==> src/rtl/ir_nec_rx_decoder.sv <==
// NEC IR receiver: conditions the demodulated input, measures mark/space widths in
// prescaled ticks and decodes frames / repeat codes into single-cycle strobes.
module ir_nec_rx_decoder #(
  parameter int unsigned CLK_DIV       = 120,
  parameter bit          IR_ACTIVE_LOW = 1'b1,
  parameter bit          EXT_ADDR      = 1'b0,
  parameter int unsigned LEAD_MARK_MIN = 800,
  parameter int unsigned LEAD_MARK_MAX = 1000,
  parameter int unsigned LEAD_SPC_MIN  = 400,
  parameter int unsigned LEAD_SPC_MAX  = 500,
  parameter int unsigned RPT_SPC_MIN   = 200,
  parameter int unsigned RPT_SPC_MAX   = 250,
  parameter int unsigned BIT_MIN       = 40,
  parameter int unsigned BIT_MAX       = 70,
  parameter int unsigned ONE_MIN       = 140,
  parameter int unsigned ONE_MAX       = 200,
  parameter int unsigned TIMEOUT       = 1100
) (
  input  logic        clk,
  input  logic        rst_n,
  input  logic        ir_in,
  output logic [15:0] addr,
  output logic [7:0]  cmd,
  output logic        data_valid,
  output logic        repeat_valid,
  output logic        err,
  output logic        busy
);

  localparam int unsigned W_W  = 11;
  localparam int unsigned PW   = $clog2(CLK_DIV);
  localparam int unsigned BC_W = 5;
  localparam logic [W_W-1:0] W_SAT = '1;

  typedef enum logic [2:0] {
    S_IDLE, S_LEAD_MARK, S_LEAD_SPACE, S_BIT_MARK, S_BIT_SPACE, S_STOP_MARK, S_RPT_STOP
  } state_t;

  state_t            state, state_nxt;
  logic              sync1, sync2, mark_d, rise, fall, mark_n;
  logic [PW-1:0]     pre;
  logic [W_W-1:0]    width, w_meas;
  logic              tick, timed_out;
  logic [BC_W-1:0]   bit_cnt, bit_cnt_nxt;
  logic [31:0]       shreg, sh_nxt;
  logic              have_frame, have_nxt;
  logic [15:0]       addr_nxt;
  logic [7:0]        cmd_nxt;
  logic              dv_nxt, rv_nxt, abort, frame_ok;

  function automatic logic in_win(input logic [W_W-1:0] w, input int unsigned lo,
                                  input int unsigned hi);
    return (w >= W_W'(lo)) && (w <= W_W'(hi));
  endfunction

  assign mark_n = sync2 ^ IR_ACTIVE_LOW;

  // Synchronizer, third stage and registered edge flags; resets to the idle (space) level
  always_ff @(posedge clk or negedge rst_n) begin
    if (!rst_n) begin
      sync1  <= IR_ACTIVE_LOW;
      sync2  <= IR_ACTIVE_LOW;
      mark_d <= 1'b0;
      rise   <= 1'b0;
      fall   <= 1'b0;
    end else begin
      sync1  <= ir_in;
      sync2  <= sync1;
      mark_d <= mark_n;
      rise   <= mark_n & ~mark_d;
      fall   <= ~mark_n & mark_d;
    end
  end

  // Width including the tick that lands on the closing edge, so an N-tick interval reads N
  assign tick      = (pre == PW'(CLK_DIV - 1));
  assign w_meas    = (tick && (width != W_SAT)) ? width + W_W'(1) : width;
  assign timed_out = (state != S_IDLE) && (width >= W_W'(TIMEOUT));

  always_ff @(posedge clk or negedge rst_n) begin
    if (!rst_n) begin
      pre   <= '0;
      width <= '0;
    end else if (rise || fall) begin
      pre   <= '0;
      width <= '0;
    end else begin
      pre   <= tick ? '0 : pre + PW'(1);
      width <= w_meas;
    end
  end

  assign frame_ok = (shreg[31:24] == ~shreg[23:16]) &&
                    ((EXT_ADDR == 1'b1) || (shreg[15:8] == ~shreg[7:0]));

  always_ff @(posedge clk or negedge rst_n) begin
    if (!rst_n) state <= S_IDLE;
    else        state <= state_nxt;
  end

  always_comb begin
    state_nxt   = state;
    bit_cnt_nxt = bit_cnt;
    sh_nxt      = shreg;
    have_nxt    = have_frame;
    addr_nxt    = addr;
    cmd_nxt     = cmd;
    dv_nxt      = 1'b0;
    rv_nxt      = 1'b0;
    abort       = 1'b0;
    if (timed_out) begin
      abort = 1'b1;
    end else begin
      case (state)
        S_IDLE: if (rise) state_nxt = S_LEAD_MARK;
        S_LEAD_MARK: if (fall) begin
          if (in_win(w_meas, LEAD_MARK_MIN, LEAD_MARK_MAX)) state_nxt = S_LEAD_SPACE;
          else abort = 1'b1;
        end
        S_LEAD_SPACE: if (rise) begin
          if (in_win(w_meas, LEAD_SPC_MIN, LEAD_SPC_MAX)) begin
            bit_cnt_nxt = '0;
            state_nxt   = S_BIT_MARK;
          end else if (in_win(w_meas, RPT_SPC_MIN, RPT_SPC_MAX)) begin
            state_nxt = S_RPT_STOP;
          end else begin
            abort = 1'b1;
          end
        end
        S_BIT_MARK: if (fall) begin
          if (in_win(w_meas, BIT_MIN, BIT_MAX)) state_nxt = S_BIT_SPACE;
          else abort = 1'b1;
        end
        S_BIT_SPACE: if (rise) begin
          if (in_win(w_meas, BIT_MIN, BIT_MAX) || in_win(w_meas, ONE_MIN, ONE_MAX)) begin
            sh_nxt      = {in_win(w_meas, ONE_MIN, ONE_MAX), shreg[31:1]};
            bit_cnt_nxt = bit_cnt + BC_W'(1);
            state_nxt   = (bit_cnt == BC_W'(31)) ? S_STOP_MARK : S_BIT_MARK;
          end else begin
            abort = 1'b1;
          end
        end
        S_STOP_MARK: if (fall) begin
          if (in_win(w_meas, BIT_MIN, BIT_MAX) && frame_ok) begin
            addr_nxt  = shreg[15:0];
            cmd_nxt   = shreg[23:16];
            dv_nxt    = 1'b1;
            have_nxt  = 1'b1;
            state_nxt = S_IDLE;
          end else begin
            abort = 1'b1;
          end
        end
        S_RPT_STOP: if (fall) begin
          if (in_win(w_meas, BIT_MIN, BIT_MAX) && have_frame) begin
            rv_nxt    = 1'b1;
            state_nxt = S_IDLE;
          end else begin
            abort = 1'b1;
          end
        end
        default: state_nxt = S_IDLE;
      endcase
    end
    if (abort) begin
      state_nxt   = S_IDLE;
      sh_nxt      = '0;
      bit_cnt_nxt = '0;
      have_nxt    = 1'b0;
    end
  end

  always_ff @(posedge clk or negedge rst_n) begin
    if (!rst_n) begin
      bit_cnt      <= '0;
      shreg        <= '0;
      have_frame   <= 1'b0;
      addr         <= '0;
      cmd          <= '0;
      data_valid   <= 1'b0;
      repeat_valid <= 1'b0;
      err          <= 1'b0;
      busy         <= 1'b0;
    end else begin
      bit_cnt      <= bit_cnt_nxt;
      shreg        <= sh_nxt;
      have_frame   <= have_nxt;
      addr         <= addr_nxt;
      cmd          <= cmd_nxt;
      data_valid   <= dv_nxt;
      repeat_valid <= rv_nxt;
      err          <= abort;
      busy         <= (state_nxt != S_IDLE);
    end
  end

endmodule

==> config.mk <==
export PLATFORM = sky130hd
export DESIGN_NAME = ir_nec_rx_decoder
export DESIGN_NICKNAME = d
export VERILOG_FILES = /design/src/rtl/ir_nec_rx_decoder.sv
export SDC_FILE = /design/constraint.sdc
export NUM_CORES = 1
export LEC_CHECK = 0
export BUFFER_PORTS_ARGS = -buffer_cell sky130_fd_sc_hd__buf_4
export CORE_AREA = 4 4 93 95
export DETAILED_ROUTE_END_ITERATION = 8
export DIE_AREA = 0 0 97 99
export PLACE_DENSITY = 0.79
export SLEW_MARGIN = 20
export SYNTH_ARGS = -nofsm -noshare
export SYNTH_HDL_FRONTEND = slang
export SYNTH_SLANG_ARGS = --single-unit
==> constraint.sdc <==
create_clock -name clk -period 4.7 [get_ports clk]
set_clock_uncertainty 0.15 [all_clocks]
set_input_delay 0.705 -clock clk [delete_from_list [all_inputs] [get_ports clk]]
set_output_delay 0.705 -clock clk [all_outputs]
set_load 0.01 [all_outputs]
* Yosys cells after proc, flatten, opt, wreduce, memory -nomap -nowiden
Cells that the tools add are included.
Storage, ports and cells: register bits 92, latch bits 0, bits in writable memories 0, bits in read-only memories 0, bits of input ports 3, output and inout bits 28, memories kept 0
Cells by class: $add $sub $neg 3, multipliers 0, divide/modulo/power cells 0, magnitude comparators 11, equal/unequal tests 16, shifts and indexed selects 0, multiplexer cells 62, bitwise operators 7, reductions and logical operators 26
Operators with widths (count):
- $mux W32 | 5
- $mux W3 | 17
- $mux W5 | 6
- $mux W1 | 27
- $ge A11 B8 Y1 const B | 2
- $le A11 B8 Y1 const B | 2
- $mux W11 | 2
- $pmux W3 S7 | 1
- $eq A8 B8 Y1 | 2
- $not A8 Y8 | 2
- $mux W7 | 2
- $ne A3 B3 Y1 const B | 4
- $reduce_and A4 Y1 | 3
- $reduce_bool A2 Y1 | 6
- $add A11 B1 Y11 const B | 1
- $ge A11 B10 Y1 const B | 1
- $ge A11 B11 Y1 const B | 1
- $ge A11 B6 Y1 const B | 1
- $ge A11 B9 Y1 const B | 1
- $le A11 B10 Y1 const B | 1
- $le A11 B7 Y1 const B | 1
- $le A11 B9 Y1 const B | 1
- $ne A11 B11 Y1 const B | 1
- $logic_and A1 B1 Y1 | 10
- other kinds (16) | 25

* Logic depth before layout (Yosys ltp)
Gate-level depths: netlist (run 1).
depth after elaboration 12, depth in mapped cells 13

* Least setup slack after synthesis (run 1)
No wires, ideal clock.
path type reg-to-reg, start register pre[0], end register addr[13], setup time 0.125 ns, arrival time 3.472 ns, path slack 0.953 ns, stages on the path, launching flop included 13, path buffers 3, cell sequence dfrtp_1 ha_1 nand4_2 or2_1 buf_2 or4_4 a311oi_2 a31oi_1 or4b_1 or3_1 buf_6 buf_6 mux2_4
On the way: word-level cells in the longest chain between the ends 7
RTL lines:
- start, declared | line 41 | logic [PW-1:0] pre;
- start signal, assigned | line 88 | pre <= tick ? '0 : pre + PW'(1);
- $eq A7 B7 Y1 * | line 76 | assign tick = (pre == PW'(CLK_DIV - 1));
- $logic_and A1 B1 Y1 * | line 77 | assign w_meas = (tick && (width != W_SAT)) ? width + W_W'(1) : width;
- $mux W11 * | line 77
- $ge A11 B6 Y1 / $le A11 B7 Y1 (equally long branches) | line 53 | return (w >= W_W'(lo)) && (w <= W_W'(hi));
- $logic_and A1 B1 Y1 * | line 53
- $logic_and A1 B1 Y1 * | line 144 | if (in_win(w_meas, BIT_MIN, BIT_MAX) && frame_ok) begin
- $reduce_and A4 Y1 (no line) *
- end signal, assigned | line 188 | addr <= addr_nxt;
- end, declared | line 22 | output logic [15:0] addr,
Mark *: on every way between the ends. The rest lies on a longest branch, timed or not. A chain may end at the register's enable or synchronous reset.

* Worst setup path after layout (run 1)
start register pre[0], end register addr[14]
The elaborated chain is that of the path after synthesis.

==> results of run 1 <==
## area by class of cell
cell class	count	area share [%]
Clock inverter	7	1.59
Tap cell	102	2.45
Sequential cell	92	44.2
Inverter	14	1.01
Clock buffer	9	2.38
Timing Repair Buffer	35	5.04
Multi-Input combinational cell	331	43.3
## cells by family after synthesis
family / Yosys count
AND/OR/NAND/NOR: 164
flip-flops: 92
AO/OA/AOI/OAI: 78
multiplexers: 60
buffers and inverters: 38
XOR/XNOR: 24
adder cells (fa/ha/maj): 5
## cells in the final DEF, fill, tap and decap left out, types with 4 or more instances in the layout
cell type                  synthesis  final
sky130_fd_sc_hd__a211oi_1          4      4
sky130_fd_sc_hd__a21o_1            5      5
sky130_fd_sc_hd__a21oi_1          15     15
sky130_fd_sc_hd__a31oi_1           7      7
sky130_fd_sc_hd__and3_1            4      4
sky130_fd_sc_hd__buf_4             0     35
sky130_fd_sc_hd__clkbuf_8          0      9
sky130_fd_sc_hd__dfrtp_1          90     90
sky130_fd_sc_hd__ha_1              5      5
sky130_fd_sc_hd__inv_1            14     14
sky130_fd_sc_hd__mux2_2           22     22
sky130_fd_sc_hd__mux2i_1          36     36
sky130_fd_sc_hd__nand2_1          20     20
sky130_fd_sc_hd__nand2b_1          4      4
sky130_fd_sc_hd__nand3_1          15     15
sky130_fd_sc_hd__nand3b_1          4      4
sky130_fd_sc_hd__nand4_1           4      4
sky130_fd_sc_hd__nor2_1           68     68
sky130_fd_sc_hd__nor3_1            7      7
sky130_fd_sc_hd__nor4_1            9      9
sky130_fd_sc_hd__o211ai_1          7      7
sky130_fd_sc_hd__o21ai_0          18     18
sky130_fd_sc_hd__or3_1             7      7
sky130_fd_sc_hd__xnor2_1          21     21
## per-layer routing
layer,vias up,GRT usage (%)
li1,1694,-
met1,1768,28.4
met2,86,35.3
met3,16,4.53
met4,0,7.78
met5,-,0
## worst reg2reg max path: stages, from the launching register on
cell and delay, ps:
sky130_fd_sc_hd__dfrtp_1 380, sky130_fd_sc_hd__ha_1 230, sky130_fd_sc_hd__nand4_2 340, sky130_fd_sc_hd__or2_1 470, sky130_fd_sc_hd__or4_4 570, sky130_fd_sc_hd__a311oi_2 330
sky130_fd_sc_hd__a31oi_1 150, sky130_fd_sc_hd__or4b_1 590, sky130_fd_sc_hd__or3_1 320, sky130_fd_sc_hd__buf_4 250, sky130_fd_sc_hd__mux2_4 350
## worst min-delay path by stage
stage | slack (ps) | startpoint | endpoint | cells after the start
after detailed placement | 200 | sync1 | sync2 | 0
after floorplan | 200 | sync1 | sync2 | 0
after CTS | 220 | sync1 | sync2 | 0
final | 220 | sync1 | sync2 | 0
after global routing | 220 | sync1 | sync2 | 0
after global placement | 200 | sync1 | sync2 | 0
## flip-flops by register name (all words and copies together) (netlist names), 3 cells and up
register and cells:
addr 16, bit_cnt 5, cmd 8, pre 7
shreg 32, state 3, width 11
## power by group
part / switching [W] / total (W) / internal, W
clock: 0.000311 / 0.000568 / 0.000256
sequential: 0.0000245 / 0.000832 / 0.000808
combinational: 0.0000638 / 0.0000997 / 0.0000359
## per-stage QoR
step           instance area, um^2  hold WS, ps  util (%)  setup slack, ps  total power (W)
6_report                      5210          217      67.4              483          0.00150
5_1_grt                       5210          221      67.4              209          0.00156
4_1_cts                       5210          217      67.4              517          0.00151
3_5_place_dp                  5000          203      64.7              540         0.000949
3_3_place_gp                  5000          196      64.7              625         0.000946
2_1_floorplan                 4720          195         -              953         0.000904
==> impl_metrics.tcl, run 1 <==
set metrics [dict create \
    run_status "finished clean" \
    number_of_nets_in_the_finished_design 491 \
    vias_post_dr 3564 \
    first_pass_iters 5 \
    ys_top_cells_by_area "sky130_fd_sc_hd__dfrtp_1 (48%), sky130_fd_sc_hd__mux2i_1 (7.6%), sky130_fd_sc_hd__nor2_1 (5.4%)" \
    crit_path_top_delay_cell "sky130_fd_sc_hd__or4b_1" \
    worst_r2r_path_depth 10 \
    cts-buffers-inserted 9 \
    drt_iter0_drc 156 \
    placedCellCount 574 \
    antenna_left 0 \
    post_synth_and_or_nand_nor_area_fraction_pct 17.4 \
    worst_setup_path_start_kind "register" \
    wire_length_of_the_first_global_routing_pass_mm 17.0 \
    initial_utilization_pct 61.1 \
    critical-path-top-delay-family "simple AND/OR/NAND/NOR gates" \
    syn_nets 469 \
    num_antenna_cells 0 \
    hold_path_class "reg2reg" \
    die_area_mm2 0.00960 \
    area_delta_synth_final_pct 10.4 \
    grt_util_all_layers_pct 21.5 \
    portion_of_synthesized_cell_area_occupied_by_the_leading_cell_type_pct 47.7 \
    critical_path.endpoint_type "register" \
    rsz0062_at_grt "false" \
    multi_input_combinational_cell_area_mm2 0.00225 \
    synth_top_family_by_area "simple AND/OR/NAND/NOR gates" \
    cts-hold-fix-buffers 0 \
    met3_wirelength_um 365 \
    die_w_um 97 \
    synth_seq_area_share_pct 48.8 \
    skew_pair_late_insertion_delay_ps 370 \
    avgSynthCellArea_um2 10.2 \
    timing.critical_path.to "addr[14]" \
    fillers 601 \
    post_drt_wl_per_cell_um 16.4 \
    fin_setup_tns_ps 0 \
    place.detailed.hpwl_mm 6.62 \
    path_depth 10 \
    timing.max_cap.violations 0 \
    postSynthCellCount 461 \
    r2r_end "addr[14]" \
    synth.yosys.warnings 0 \
    worst_slew_pin_slew_ps 771 \
    report.final.setup_viol 0 \
    worstPathCellList "ha_1, nand4_2, or2_1, or4_4, a311oi_2, a31oi_1, or4b_1, or3_1, buf_4, mux2_4" \
    num_rows 32 \
    wl_met1_mm 4.34 \
    max-slew-margin-rel_pct 48.6 \
    io-pin-count 31 \
    final-instance-count-excl-fill 590 \
    cellLeakagePower_nw 2.57 \
    die-height_um 99 \
    final_min_period_over_clock_period_pct 89.7 \
    number_of_global_route_vias_before_repair 3530 \
    post_synth_most_frequent_cells "sky130_fd_sc_hd__dfrtp_1 (90), sky130_fd_sc_hd__nor2_1 (68), sky130_fd_sc_hd__mux2i_1 (36)" \
    yosys-mux-area-fraction_pct 13.5 \
    synth_compound_area_share_pct 11.0 \
    wire_length_on_met2_mm 4.80 \
    gp_congestion 0.958 \
    viasPerCell 6.04 \
    critPathBufInv 1 \
    cts_max_path_buffers 2 \
    remaining_drc_errors 0 \
    port_buffers 30 \
    regToRegStartpoint "pre[0]" \
    hold_violations 0 \
    post-cts-setup-buffer-count 0 \
    crit_start "pre[0]" \
    rrSetupSlack_ps 480 \
    clkTransAtPathRegs_ps 100 \
    yosysUniqueCellTypes 57 \
    tritoncts_clock_tree "yes" \
    grt_start_max_net_pins 62 \
    yosysMostFrequentCell "sky130_fd_sc_hd__dfrtp_1" \
    fmax_mhz 237 \
    cellPowerDensity_mw_per_mm2 288 \
    ir_worst_vdd_v 0.000235 \
    postRouteWirelength_mm 9.69 \
    postCtsResizedCells 0 \
    numClockSinks 92 \
    slew_viols_final 0 \
    synthDominantAreaCellType "sky130_fd_sc_hd__dfrtp_1" \
    clock_tree.root_cell "sky130_fd_sc_hd__clkbuf_8" \
    core_mm2 0.00773 \
    asyncSetResetFlopFracSynth_pct 100 \
    global_route.overflow_total 0 \
    initial_antenna_violation_count 0 \
    fraction_of_synthesized_cell_area_in_xor_and_xnor_cells_pct 4.45 \
    final-seq-area_mm2 0.00230 \
    crit_path_max_incr_delay_ps 590 \
    ys_seq_elements 92 \
    worst_ep_required_ps 4800 \
    drive_gt1_share_pct 17.8 \
    criticalPathCategory "reg2reg" \
    layout_min_cycle_time_ps 4220 \
    crit_arrival_ps 4320 \
    worstPathMaxFanout 29 \
    maxUsedRoutingLayer "met4" \
    mappedNetlistArea_mm2 0.00472 \
    synth-main-ff-cell "sky130_fd_sc_hd__dfrtp_1" \
    synthAdderAreaFrac_pct 1.33 \
    synth_enable_flop_cells 0 \
    h_tree_depth 3 \
]
Power figures use the tool's default switching activity.
==> run 2, diff against run 1 <==
ABC_AREA = 1   (was not set)
CORE_AREA = 2 2 93 95   (was 4 4 93 95)
DIE_AREA = 0 0 95 97   (was 0 0 97 99)
PLACE_DENSITY = 0.78   (was 0.79)
==> impl_metrics.tcl, run 2 <==
set metrics [dict create \
    postSynthCellCount 631 \
    registers.top_by_ff_count "shreg" \
    finalPower_w 0.00143 \
    timing.max_cap.violations 0 \
    cts_max_path_buffers 2 \
    postRouteWirelength_mm 10.1 \
    final-instance-count-excl-fill 767 \
    post_drt_wl_per_cell_um 13.2 \
    synth-main-ff-cell "sky130_fd_sc_hd__dfrtp_1" \
    final_cell_mix "sky130_fd_sc_hd__nand2_1 (221), sky130_fd_sc_hd__dfrtp_1 (90), sky130_fd_sc_hd__nor2_1 (70)" \
    viasPerCell 5.35 \
    reg.largest.list "shreg x32, addr x16, width x11" \
    crit_arrival_ps 3980 \
    fmax_mhz 261 \
    yosys-mux-area-fraction_pct 0 \
    synth_compound_area_share_pct 7.83 \
    mappedNetlistArea_mm2 0.00486 \
    combinationalPowerShare_pct 7.4 \
    cellPowerDensity_mw_per_mm2 269 \
    antenna_left 0 \
    synthDominantAreaCellType "sky130_fd_sc_hd__dfrtp_1" \
    crit_path_max_incr_delay_ps 620 \
    max-slew-margin-rel_pct 45.2 \
    worst_slew_pin_slew_ps 821 \
    clockPowerShare_pct 35.3 \
    synth.yosys.warnings 0 \
    gp_congestion 0.946 \
    die-height_um 97 \
    grt_util_all_layers_pct 23.5 \
    fillers 717 \
    internal_power_w 0.00105 \
    largest_register_ffs 32 \
    h_tree_depth 3 \
    final_min_period_over_clock_period_pct 81.4 \
    slew_viols_final 0 \
    portion_of_synthesized_cell_area_occupied_by_the_leading_cell_type_pct 46.4 \
    synth_top_family_by_area "simple AND/OR/NAND/NOR gates" \
    critPathBufInv 0 \
    layout_commonest_cell "sky130_fd_sc_hd__nand2_1" \
    fraction_of_synthesized_cell_area_in_xor_and_xnor_cells_pct 3.06 \
    net-switching-power_w 0.000376 \
    yosysUniqueCellTypes 39 \
    fin_setup_tns_ps 0 \
    clkTransAtPathRegs_ps 90 \
    wire_length_of_the_first_global_routing_pass_mm 17.5 \
    avgSynthCellArea_um2 7.70 \
    numClockSinks 92 \
    cellLeakagePower_nw 2.66 \
    ys_top_cells_by_area "sky130_fd_sc_hd__dfrtp_1 (46%), sky130_fd_sc_hd__nand2_1 (17%), sky130_fd_sc_hd__nor2_1 (5.4%)" \
    area_delta_synth_final_pct 9.37 \
    report.final.setup_viol 0 \
    rsz0062_at_grt "false" \
    ir_worst_vdd_v 0.000193 \
    drive_gt1_share_pct 12.2 \
    hold_path_class "reg2reg" \
    cts-hold-fix-buffers 0 \
    worstPathCellList "ha_1, nand3_1, nor2_4, nand2_4, o21ai_1, nand2_2, nor2_1, nand3_1, nand3_1, nand2_1, nand3_1, nand2_1, nand2_1, nand3_2, nor2_1, o21ai_0, nand2_1" \
    smallest_hold_slack_ps 211 \
    clock_tree.root_cell "sky130_fd_sc_hd__clkbuf_8" \
    num_rows 33 \
    hold_violations 0 \
    num_antenna_cells 0 \
    tritoncts_clock_tree "yes" \
    post-cts-setup-buffer-count 0 \
    synth_seq_area_share_pct 47.4 \
    vias_post_dr 4106 \
    ys_seq_elements 92 \
    critical_path.endpoint_type "register" \
    yosysMostFrequentCell "sky130_fd_sc_hd__nand2_1" \
    die_area_mm2 0.00922 \
    number_of_global_route_vias_before_repair 3852 \
    die_w_um 95 \
    worst_setup_path_start_kind "register" \
    crit_path_top_delay_cell "sky130_fd_sc_hd__nand3_2" \
    cts-buffers-inserted 9 \
    number_of_nets_in_the_finished_design 665 \
    run_status "finished clean" \
    initial_utilization_pct 59.7 \
    worst_ep_required_ps 4850 \
    skew_pair_late_insertion_delay_ps 360 \
    port_buffers 30 \
    criticalPathCategory "reg2reg" \
    layout_min_cycle_time_ps 3830 \
    placedCellCount 751 \
    asyncSetResetFlopFracSynth_pct 100 \
    synth_enable_flop_cells 0 \
    global_route.overflow_total 0 \
    remaining_drc_errors 0 \
    critical-path-top-delay-family "simple AND/OR/NAND/NOR gates" \
    first_pass_iters 4 \
    initial_antenna_violation_count 0 \
    power.share.sequential_pct 57.3 \
    post_synth_most_frequent_cells "sky130_fd_sc_hd__nand2_1 (221), sky130_fd_sc_hd__dfrtp_1 (90), sky130_fd_sc_hd__nor2_1 (70)" \
    place.detailed.hpwl_mm 7.15 \
    grt_start_max_net_pins 61 \
    synthAdderAreaFrac_pct 1.29 \
    netSwitchingFraction_pct 26.4 \
    worstPathMaxFanout 41 \
    post_synth_and_or_nand_nor_area_fraction_pct 34.1 \
    io-pin-count 31 \
    syn_nets 639 \
    postCtsResizedCells 0 \
    core_mm2 0.00813 \
    drt_iter0_drc 296 \
]
## run 2: changes by cell type after synthesis, moves of 8 or more
cell | previous run | this run
sky130_fd_sc_hd__nand3_1 | 15 | 35
sky130_fd_sc_hd__a21oi_1 | 15 | 40
sky130_fd_sc_hd__o21ai_0 | 18 | 6
sky130_fd_sc_hd__nand2_1 | 20 | 221
sky130_fd_sc_hd__mux2_2 | 22 | 0
sky130_fd_sc_hd__xor2_1 | 3 | 11
sky130_fd_sc_hd__xnor2_1 | 21 | 6
sky130_fd_sc_hd__o21ai_1 | 0 | 8
sky130_fd_sc_hd__inv_1 | 14 | 47
sky130_fd_sc_hd__nor4_1 | 9 | 1
sky130_fd_sc_hd__clkbuf_1 | 17 | 3
sky130_fd_sc_hd__nand2_2 | 0 | 8
sky130_fd_sc_hd__mux2i_1 | 36 | 0
sky130_fd_sc_hd__nand4_1 | 4 | 14
## run 2: worst paths after layout
| path | from | endpoint | slack, ps | cells after the start |
|---|---|---|---|---|
| max reg2reg | pre[0] | busy | 870 | 17 |
| min | sync1 | sync2 | 210 | 0 |
| min in group asynchronous | rst_n | mark_d | 230 | 1 |
| min reg2reg | sync1 | sync2 | 210 | 0 |
| max in group asynchronous | rst_n | addr[8] | 3260 | 2 |
| max | pre[0] | busy | 870 | 17 |
## run 2: routing by layer
layer / wire (um) / share of wire [%] / up-vias / global-route usage, %
met4: 153 / 1.5 / 0 / 7.47
met2: 4590 / 45 / 109 / 36.2
met1: 4830 / 48 / 1922 / 34.1
li1: - / - / 2060 / -
met5: 0 / 0 / - / 0
met3: 520 / 5.2 / 15 / 3.97
## run 2: per-stage QoR
step           worst slack (ps)  cell area, um^2  utilization (%)
2_1_floorplan              1790             4860                -
3_3_place_gp                945             5130             63.1
3_5_place_dp                898             5130             63.1
4_1_cts                     860             5310             65.3
5_1_grt                     384             5310             65.3
6_report                    874             5310             65.3
## run 2: layout make-up
| cell class | count | area (um^2) | area share [%] |
|---|---|---|---|
| clock buffers | 11 | 141 | 2.66 |
| well taps | 105 | 131 | 2.47 |
| multi-input cells | 468 | 2250 | 42.3 |
| flip-flops and latches | 92 | 2300 | 43.4 |
| repair buffers | 33 | 248 | 4.66 |
| clock inverters | 5 | 41.3 | 0.777 |
| inverters | 53 | 199 | 3.74 |
## run 2: worst reg2reg max path: cells and delay by family (launching register included)
kind                       cells  cell delay, ps
DFF                            1             380
AOI/OAI and AO/OA              2             540
adders and majority gates      1             210
and+or+nand+nor               14            2480
## run 2: power groups by stage
stage / Clock [W] / Sequential, W / Combinational, W
2_1_floorplan: 0 / 0.000836 / 0.0000656
3_3_place_gp: 0 / 0.000834 / 0.000104
3_5_place_dp: 0 / 0.000834 / 0.000107
4_1_cts: 0.000518 / 0.000819 / 0.000107
5_1_grt: 0.000555 / 0.000821 / 0.000122
6_report: 0.000504 / 0.000819 / 0.000105
## run 2: cell families (layout without fill, tap and decap cells)
logic type / count (synthesis) / in the layout
AOI/OAI and AO/OA: 68 / 68
xor gates and xnor gates: 17 / 17
adders and majority gates: 5 / 5
buffers and inverters: 71 / 102
DFF: 92 / 92
and+or+nand+nor: 378 / 378
==> run 3, diff against run 2 <==
ABC_AREA = 0   (was 1)
CORE_AREA = 2 2 91 93   (was 2 2 93 95)
DIE_AREA = 0 0 93 95   (was 0 0 95 97)
PLACE_DENSITY = 0.79   (was 0.78)
clock period = 3.9 ns   (was 4.7 ns; I/O delays follow)
==> impl_metrics.tcl, run 3 (synthesized netlist as in run 1, its figures left out) <==
set metrics [dict create \
    run_status "finished clean" \
    timing.max_cap.violations 0 \
    registers.top_by_ff_count "shreg" \
    grt_util_all_layers_pct 23.7 \
    crit_arrival_ps 3820 \
    internal_power_w 0.00125 \
    remaining_drc_errors 0 \
    final_min_period_over_clock_period_pct 95.5 \
    worst_setup_path_start_kind "register" \
    reg.largest.list "shreg x32, addr x16, width x11" \
    fin_ws_ps 177 \
    cts_max_path_buffers 2 \
    die-height_um 95 \
    h_tree_depth 3 \
    max-slew-margin-rel_pct 41.1 \
    final_cell_mix "sky130_fd_sc_hd__dfrtp_1 (90), sky130_fd_sc_hd__nor2_1 (68), sky130_fd_sc_hd__buf_4 (43)" \
    num_rows 33 \
    skew_pair_late_insertion_delay_ps 360 \
    placedCellCount 586 \
    antenna_left 0 \
    worstPathMaxFanout 29 \
    port_buffers 30 \
    num_antenna_cells 0 \
    report.final.setup_viol 0 \
    fmax_mhz 269 \
    worst_ep_required_ps 4000 \
    netSwitchingFraction_pct 26.4 \
    gp_congestion 0.924 \
    hold_violations 0 \
    die_area_mm2 0.00884 \
    drive_gt1_share_pct 20.6 \
    power.share.sequential_pct 58.9 \
    worst_slew_pin_slew_ps 883 \
    tritoncts_clock_tree "yes" \
    number_of_global_route_vias_before_repair 3511 \
    grt_start_max_net_pins 73 \
    number_of_nets_in_the_finished_design 502 \
    core_mm2 0.00793 \
    postRouteWirelength_mm 9.76 \
    net-switching-power_w 0.000449 \
    global_route.overflow_total 0 \
    slew_viols_final 0 \
    largest_register_ffs 32 \
    layout_min_cycle_time_ps 3720 \
    io-pin-count 31 \
    initial_utilization_pct 59.5 \
    clockPowerShare_pct 33.7 \
    criticalPathCategory "reg2reg" \
    first_pass_iters 5 \
    cts-buffers-inserted 9 \
    post_drt_wl_per_cell_um 16.2 \
    critical_path.endpoint_type "register" \
    wire_length_of_the_first_global_routing_pass_mm 16.6 \
    ir_worst_vdd_v 0.000280 \
    vias_post_dr 3594 \
    combinationalPowerShare_pct 7.4 \
    place.detailed.hpwl_mm 6.75 \
    clock_tree.root_cell "sky130_fd_sc_hd__clkbuf_8" \
    numClockSinks 92 \
    cellPowerDensity_mw_per_mm2 320 \
    layout_commonest_cell "sky130_fd_sc_hd__dfrtp_1" \
    initial_antenna_violation_count 0 \
    area_delta_synth_final_pct 12.9 \
    final-instance-count-excl-fill 604 \
    hold_path_class "in2async" \
    die_w_um 93 \
    preCtsSetupSlack_ps 111 \
    clkTransAtPathRegs_ps 90 \
    cellLeakagePower_nw 2.63 \
    drt_iter0_drc 241 \
    viasPerCell 5.95 \
]
run 3: changes by cell type in the layout (fill, tap and decap cells not counted), sizes merged, moves of 13 or more:
cell	previous run	this run
nand3	38	15
buf	33	46
a21oi	41	15
nand2	231	20
mux2i	0	36
mux2	0	24
inv	56	16
xnor2	6	21
run 3: area by class of cell:
class	count	area, um^2
fill	653	2600
multi-input combinational	331	2280
inverter	14	52.6
sequential	92	2300
timing repair buffer	46	383
tap	105	131
clock buffer	9	124
clock inverter	7	50.0
run 3: what timing repair did:
item,in CTS,in global routing
resized for setup,0,7
buffers inserted,0,2
hold buffers,0,0
setup endpoints to repair,0,63
run 3: final timing paths:
check	startpoint	end	depth (start not counted)	slack, ps
min	rst_n	pre[2]	1	180
max in group asynchronous	rst_n	width[7]	2	2620
min reg2reg	sync1	sync2	0	210
min in group clk	ir_in	sync1	1	180
max	pre[0]	addr[14]	10	180
max reg2reg	pre[0]	addr[14]	10	180
run 3: worst max-delay path: stages, from the launching register on:
cell,delay (ps)
sky130_fd_sc_hd__dfrtp_1,380
sky130_fd_sc_hd__ha_2,220
sky130_fd_sc_hd__nand4_2,170
sky130_fd_sc_hd__or2_1,280
sky130_fd_sc_hd__or4_4,540
sky130_fd_sc_hd__a311oi_2,330
sky130_fd_sc_hd__a31oi_1,90
sky130_fd_sc_hd__or4b_1,550
sky130_fd_sc_hd__or3_1,380
sky130_fd_sc_hd__buf_12,190
sky130_fd_sc_hd__mux2_4,300
run 3: metal layers:
metal | global-route usage, % | wire length, um | vias to the layer above
li1 | - | - | 1709
met1 | 31.8 | 4320 | 1745
met2 | 37.9 | 4750 | 109
met3 | 4.15 | 415 | 31
met4 | 11.0 | 272 | 0
met5 | 0 | 0 | -
run 3: power groups by stage:
| stage | combinational, W | clock, W | sequential (W) |
|---|---|---|---|
| final | 0.000126 | 0.000574 | 0.00100 |
| after detailed placement | 0.000127 | 0 | 0.00102 |
| after floorplan | 0.0000817 | 0 | 0.00101 |
| after CTS | 0.000128 | 0.000589 | 0.00100 |
| after global placement | 0.000127 | 0 | 0.00102 |
| after global routing | 0.000142 | 0.000630 | 0.00101 |
run 3: per-stage QoR:
step	hold slack, ps	power [W]	TNS [ps]	area (um^2)	util (%)
final	180	0.00170	0	5330	67.2
after global routing	162	0.00178	-18.2	5330	67.2
after CTS	173	0.00172	0	5290	66.7
after detailed placement	200	0.00115	0	5110	64.5
after global placement	196	0.00115	0	5110	64.5
after floorplan	139	0.00109	0	4720	-
